File: config.mk
export PLATFORM = sky130hd
export DESIGN_NAME = byte_serializer
export DESIGN_NICKNAME = d
export VERILOG_FILES = /design/src/rtl/byte_serializer_pkg.sv /design/src/rtl/byte_serializer_hold_reg.sv /design/src/rtl/byte_serializer.sv
export SDC_FILE = /design/constraint.sdc
export NUM_CORES = 1
export LEC_CHECK = 0
export BUFFER_PORTS_ARGS = -buffer_cell sky130_fd_sc_hd__buf_2
export CORE_AREA = 2 2 47 49
export CTS_BUF_LIST = sky130_fd_sc_hd__clkbuf_8
export CTS_CLUSTER_SIZE = 28
export DETAILED_ROUTE_END_ITERATION = 8
export DIE_AREA = 0 0 49 51
export PLACE_DENSITY = 0.77
export SLEW_MARGIN = 20
export SYNTH_ARGS = -nofsm -noshare
export SYNTH_HDL_FRONTEND = slang
export SYNTH_SLANG_ARGS = --single-unit
File: constraint.sdc
create_clock -name Clock -period 1.2 [get_ports Clock]
set_input_delay 0.18 -clock Clock [delete_from_list [all_inputs] [get_ports Clock]]
set_output_delay 0.18 -clock Clock [all_outputs]
set_load 0.01 [all_outputs]
File: src/rtl/byte_serializer_pkg.sv
// Shared definitions for the byte serializer: state encoding, default width
// and the detector pattern that the serializer feeds.
package byte_serializer_pkg;

  typedef enum logic {
    IDLE  = 1'b0,
    SHIFT = 1'b1
  } state_t;

  localparam int DEFAULT_DATA_WIDTH = 8;

  localparam logic [7:0] DETECT_PATTERN = 8'b10010110;

endpackage

File: src/rtl/byte_serializer_hold_reg.sv
// One-entry holding buffer with a valid/ready handshake in front of the
// serializer's shift register.
module byte_serializer_hold_reg
  import byte_serializer_pkg::*;
#(
  parameter int DATA_WIDTH = DEFAULT_DATA_WIDTH
) (
  input  logic                  Clock,
  input  logic                  Reset,
  input  logic [DATA_WIDTH-1:0] load_data,
  input  logic                  load_valid,
  output logic                  load_ready,
  input  logic                  take,
  output logic [DATA_WIDTH-1:0] hold_data,
  output logic                  hold_full
);

  logic transfer;

  assign load_ready = ~hold_full & ~Reset;
  assign transfer   = load_valid & load_ready;

  // take only fires while full, so it never coincides with a transfer
  always_ff @(posedge Clock) begin
    if (Reset) begin
      hold_full <= 1'b0;
    end else if (transfer) begin
      hold_full <= 1'b1;
    end else if (take) begin
      hold_full <= 1'b0;
    end
  end

  always_ff @(posedge Clock) begin
    if (transfer) begin
      hold_data <= load_data;
    end
  end

endmodule

File: src/rtl/byte_serializer.sv
// Parallel-to-serial converter feeding the sequence detector; a holding
// register lets consecutive words stream out without idle bits in between.
module byte_serializer
  import byte_serializer_pkg::*;
#(
  parameter int DATA_WIDTH = DEFAULT_DATA_WIDTH,
  parameter bit MSB_FIRST  = 1'b1,
  parameter bit IDLE_LEVEL = 1'b0
) (
  input  logic                  Clock,
  input  logic                  Reset,
  input  logic [DATA_WIDTH-1:0] load_data,
  input  logic                  load_valid,
  output logic                  load_ready,
  output logic                  ser_out,
  output logic                  ser_valid,
  output logic                  byte_done,
  output logic                  busy
);

  localparam int CNT_W = $clog2(DATA_WIDTH);
  localparam logic [CNT_W-1:0] LAST_CNT = CNT_W'(DATA_WIDTH - 1);

  state_t                  state;
  state_t                  state_next;
  logic [DATA_WIDTH-1:0]   shift_reg;
  logic [CNT_W-1:0]        bit_cnt;
  logic [DATA_WIDTH-1:0]   hold_data;
  logic                    hold_full;
  logic                    take;
  logic                    out_bit;

  byte_serializer_hold_reg #(
    .DATA_WIDTH (DATA_WIDTH)
  ) u_hold_reg (
    .Clock      (Clock),
    .Reset      (Reset),
    .load_data  (load_data),
    .load_valid (load_valid),
    .load_ready (load_ready),
    .take       (take),
    .hold_data  (hold_data),
    .hold_full  (hold_full)
  );

  // A pending word is pulled in either from idle or on a frame's last bit,
  // which is what makes back-to-back frames gapless.
  assign take    = hold_full & ((state == IDLE) | (bit_cnt == '0));
  assign out_bit = MSB_FIRST ? shift_reg[DATA_WIDTH-1] : shift_reg[0];

  always_ff @(posedge Clock) begin
    if (Reset) begin
      state <= IDLE;
    end else begin
      state <= state_next;
    end
  end

  always_comb begin
    state_next = state;
    case (state)
      IDLE:    if (hold_full) state_next = SHIFT;
      SHIFT:   if ((bit_cnt == '0) && !hold_full) state_next = IDLE;
      default: state_next = IDLE;
    endcase
  end

  always_comb begin
    ser_valid = (state == SHIFT);
    byte_done = (state == SHIFT) && (bit_cnt == '0);
    ser_out   = (state == SHIFT) ? out_bit : IDLE_LEVEL;
    busy      = (state == SHIFT) || hold_full;
  end

  always_ff @(posedge Clock) begin
    if (Reset) begin
      shift_reg <= '0;
      bit_cnt   <= '0;
    end else if (take) begin
      shift_reg <= hold_data;
      bit_cnt   <= LAST_CNT;
    end else if (state == SHIFT) begin
      if (MSB_FIRST) begin
        shift_reg <= {shift_reg[DATA_WIDTH-2:0], 1'b0};
      end else begin
        shift_reg <= {1'b0, shift_reg[DATA_WIDTH-1:1]};
      end
      if (bit_cnt != '0) begin
        bit_cnt <= bit_cnt - 1'b1;
      end
    end
  end

endmodule
==> summary.md <==
| Metric | Value |
|---|---|
| Status | `finished, violations left` |
| Failing checks | `negative setup slack` |
| Hold Path Class | `input port to register` |
| # DRC | `0` |
| PwrDens | `between 1000 and 1500 nW/um2` |
| Slowest CP cell | `dfxtp_2` |
| CTS buffer count | `3` |
| Final ANT Viol Nets | `0` |
| First-pass DRT Iterations | `4` |
| TritonCTS clock tree | `yes` |
| Routed wire length | `about 2000 um` |
| Routability cong. | `approximately 0.77` |
| Normalized max-slew margin | `0.832` |
| Worst path cell trace | `inv_2, ha_4, nand2b_4, nor2_4, buf_6` |
| Syn Inst Count | `85` |
| FF-to-FF path depth | `6` |
| Most common cell after layout, fill and taps aside | `buf_4` |
| Diodes inserted | `0` |
| Via count | `between 700 and 800` |
| CP endpoint | `byte_done` |
| Nets | `about 130` |
| DRT iter0 DRCs | `4` |
| I/O pin count | `16` |
| Post-route clock skew | `around 0.0012 ns` |
| Crit-path max cell delay | `about 0.33 ns` |
| Synthesized cell area | `approximately 950 um2` |
| I/O Buffers | `15` |
| Vias in the first global route | `between 700 and 800` |
| R2R Path End | `bit_cnt[1]` |
| RSZ-0062 raised after global routing | `yes` |
| Dpl cell area | `between 1000 and 1500 um2` |
| CP Launch Point | `bit_cnt[1]` |
| CTS Sinks | `21` |
| Layout Utilization | `0.623` |
| Htree depth | `1` |
| DP HPWL | `between 1000 and 1500 um` |
| Average cell area after synthesis | `11.2 um2` |
| Mapped Nets | `98` |
| Worst endpoint required time | `just over 1 ns` |
| Area growth syn-to-layout | `35.3%` |
| Critical Path Start Type | `register` |
| Worst-Margin Slew | `between 0.2 and 0.3 ns` |
| Total core area | `2060 um2` |
| Crit-path max FO | `4` |
| Tmin final | `around 1.3 ns` |
| FF-to-FF Start | `bit_cnt[1]` |
| Max cap viols | `0` |
| Die Wd | `~50 um` |
| Root Driver | `clkbuf_8` |
| Setup violators final | `7` |
| Most frequent cells in the layout | `buf_4, buf_2, nor3_1, dfxtp_1, edfxtp_1` |
| Largest net degree at the start of global routing | `13` |
| CP Data Arrival Time | `~1.1 ns` |
| Initial antenna violation count | `0` |
| Starting Density | `0.461` |
| Share of layout cells above drive strength 1 | `0.509` |
| Final setup margin | `-0.0675 ns` |
| Filler cells | `around 160` |
| Post-synthesis sequential area ratio | `0.526` |
| All-layer global routing usage | `0.181` |
| Die H | `51 um` |
| Clock insertion delay at the later pin of the skew report | `0.26 ns` |
| Synthesis Warnings | `0` |
| Remaining global-route overflow | `0` |
| Kind of critical path | `register to primary output` |
| Max Root-Sink Buffers | `2` |
| Design Area, Final | `~1300 um2` |
| Worst slack, placed | `-0.110 ns` |
| Hold slack | `between 0.08 and 0.09 ns` |
| Slew Viols, Final | `0` |
| Vias per cell | `between 5 and 6` |
| Final Hold Fails | `0` |
| Period utilization | `1.06` |
| First-pass GRT wire length | `3370 um` |
| Fmax | `789 MHz` |
| DR WL/cell | `14.1 um` |
| Number of synthesized register bits | `21` |
| Leakage | `approximately 0.48 nW` |
| CP endpoint kind | `primary output` |
| Die ar. | `~2500 um2` |
| Worst-path clk slew | `0.08 ns` |
| R2R Setup Slk | `-0.05 ns` |
| Peak supply drop | `1.03 mV` |
| Site Rows | `17` |
| Synth cell types | `29` |
| Setup TNS | `-0.252 ns` |
cell families (layout without fill, tap and decap cells):
kind of cell    count (synthesis)  count (layout)  share of synthesized area
flops                          21              21                      0.526
fa+ha+maj                       2               2                     0.0263
compound gates                 21              21                      0.193
mux                             2               2                     0.0211
simple gates                   29              29                      0.172
buf+inv                        10              39                     0.0605
report_power, final:
group          total (mW)  switching, mW  internal (mW)
Clock               0.464          0.233          0.232
Combinational       0.402          0.199          0.202
Sequential          0.832         0.0392          0.793
per-layer routing:
layer  wire, um  global-route usage  vias to the layer above
li1           -                   -                      372
met1        867               0.213                      357
met2       1030               0.324                       18
met3         61              0.0205                        5
met4         42               0.100                        0
met5          0                   0                        -
cell type report:
class                      count  area [um2]  area share
clock buffer                   3        41.3      0.0321
clock inverter                 1        5.00     0.00389
inverter                       5        23.8      0.0185
multi-input combinational     54         468       0.364
sequential                    21         509       0.396
tap                           28        35.0      0.0272
timing repair buffer          30         204       0.159
cells in the mapped netlist:
cell type	n	area (um2)
a211oi_2	2	25.0
a21oi_1	3	15.0
a311oi_2	1	15.0
a31o_1	1	8.76
a31oi_1	1	6.26
and2_1	2	12.5
and2b_4	1	10.0
buf_2	1	5.00
buf_4	3	22.5
buf_6	1	11.3
dfxtp_1	13	260
edfxtp_1	8	240
ha_1	2	25.0
inv_1	3	11.3
inv_2	2	7.51
mux2i_1	2	20.0
nand2_1	2	7.51
nand2b_1	1	6.26
nand3_1	2	10.0
nand3b_1	1	7.51
nor2_1	8	30.0
nor3_1	10	50.1
nor4b_2	2	30.0
o211ai_1	1	7.51
o21ai_0	4	20.0
o21ai_1	1	5.00
o21ai_2	1	8.76
o21ai_4	1	16.3
o221a_1	5	56.3
how the worst min path moves through the flow:
stage | depth (start not counted) | startpoint | to | slack, ns
CTS | 1 | load_data[3] | u_hold_reg.hold_data[3] | 0.09
finish | 1 | load_data[3] | u_hold_reg.hold_data[3] | 0.09
global route | 1 | load_data[6] | u_hold_reg.hold_data[6] | 0.08
global placement | 1 | load_data[7] | u_hold_reg.hold_data[7] | 0.36
detailed placement | 1 | load_data[3] | u_hold_reg.hold_data[3] | 0.36
floorplan | 0 | load_data[0] | u_hold_reg.hold_data[0] | 0.28
repair_timing:
item | in CTS | in global routing
cloned | 0 | 0
hold buffers | 0 | 0
endpoints found under the hold margin | 0 | 0
buffers inserted | 4 | 0
setup endpoints to repair | 14 | 14
pin swaps | 6 | 4
resized for setup | 11 | 13
metrics by stage:
step | std cells | total power, mW
6_report | 142 | 1.70
5_1_grt | 142 | 1.76
4_1_cts | 142 | 1.67
3_5_place_dp | 134 | 1.15
3_3_place_gp | 134 | 1.14
2_1_floorplan | 85 | 1.05
critical path, delay by kind of cell (launching register included):
family                   cells  cell delay (ns)
flip-flops                   1             0.33
adder cells (fa/ha/maj)      1             0.16
buffers and inverters        2             0.18
AND/OR/NAND/NOR              2             0.16
No activity file was read; power rests on OpenSTA's default activity.
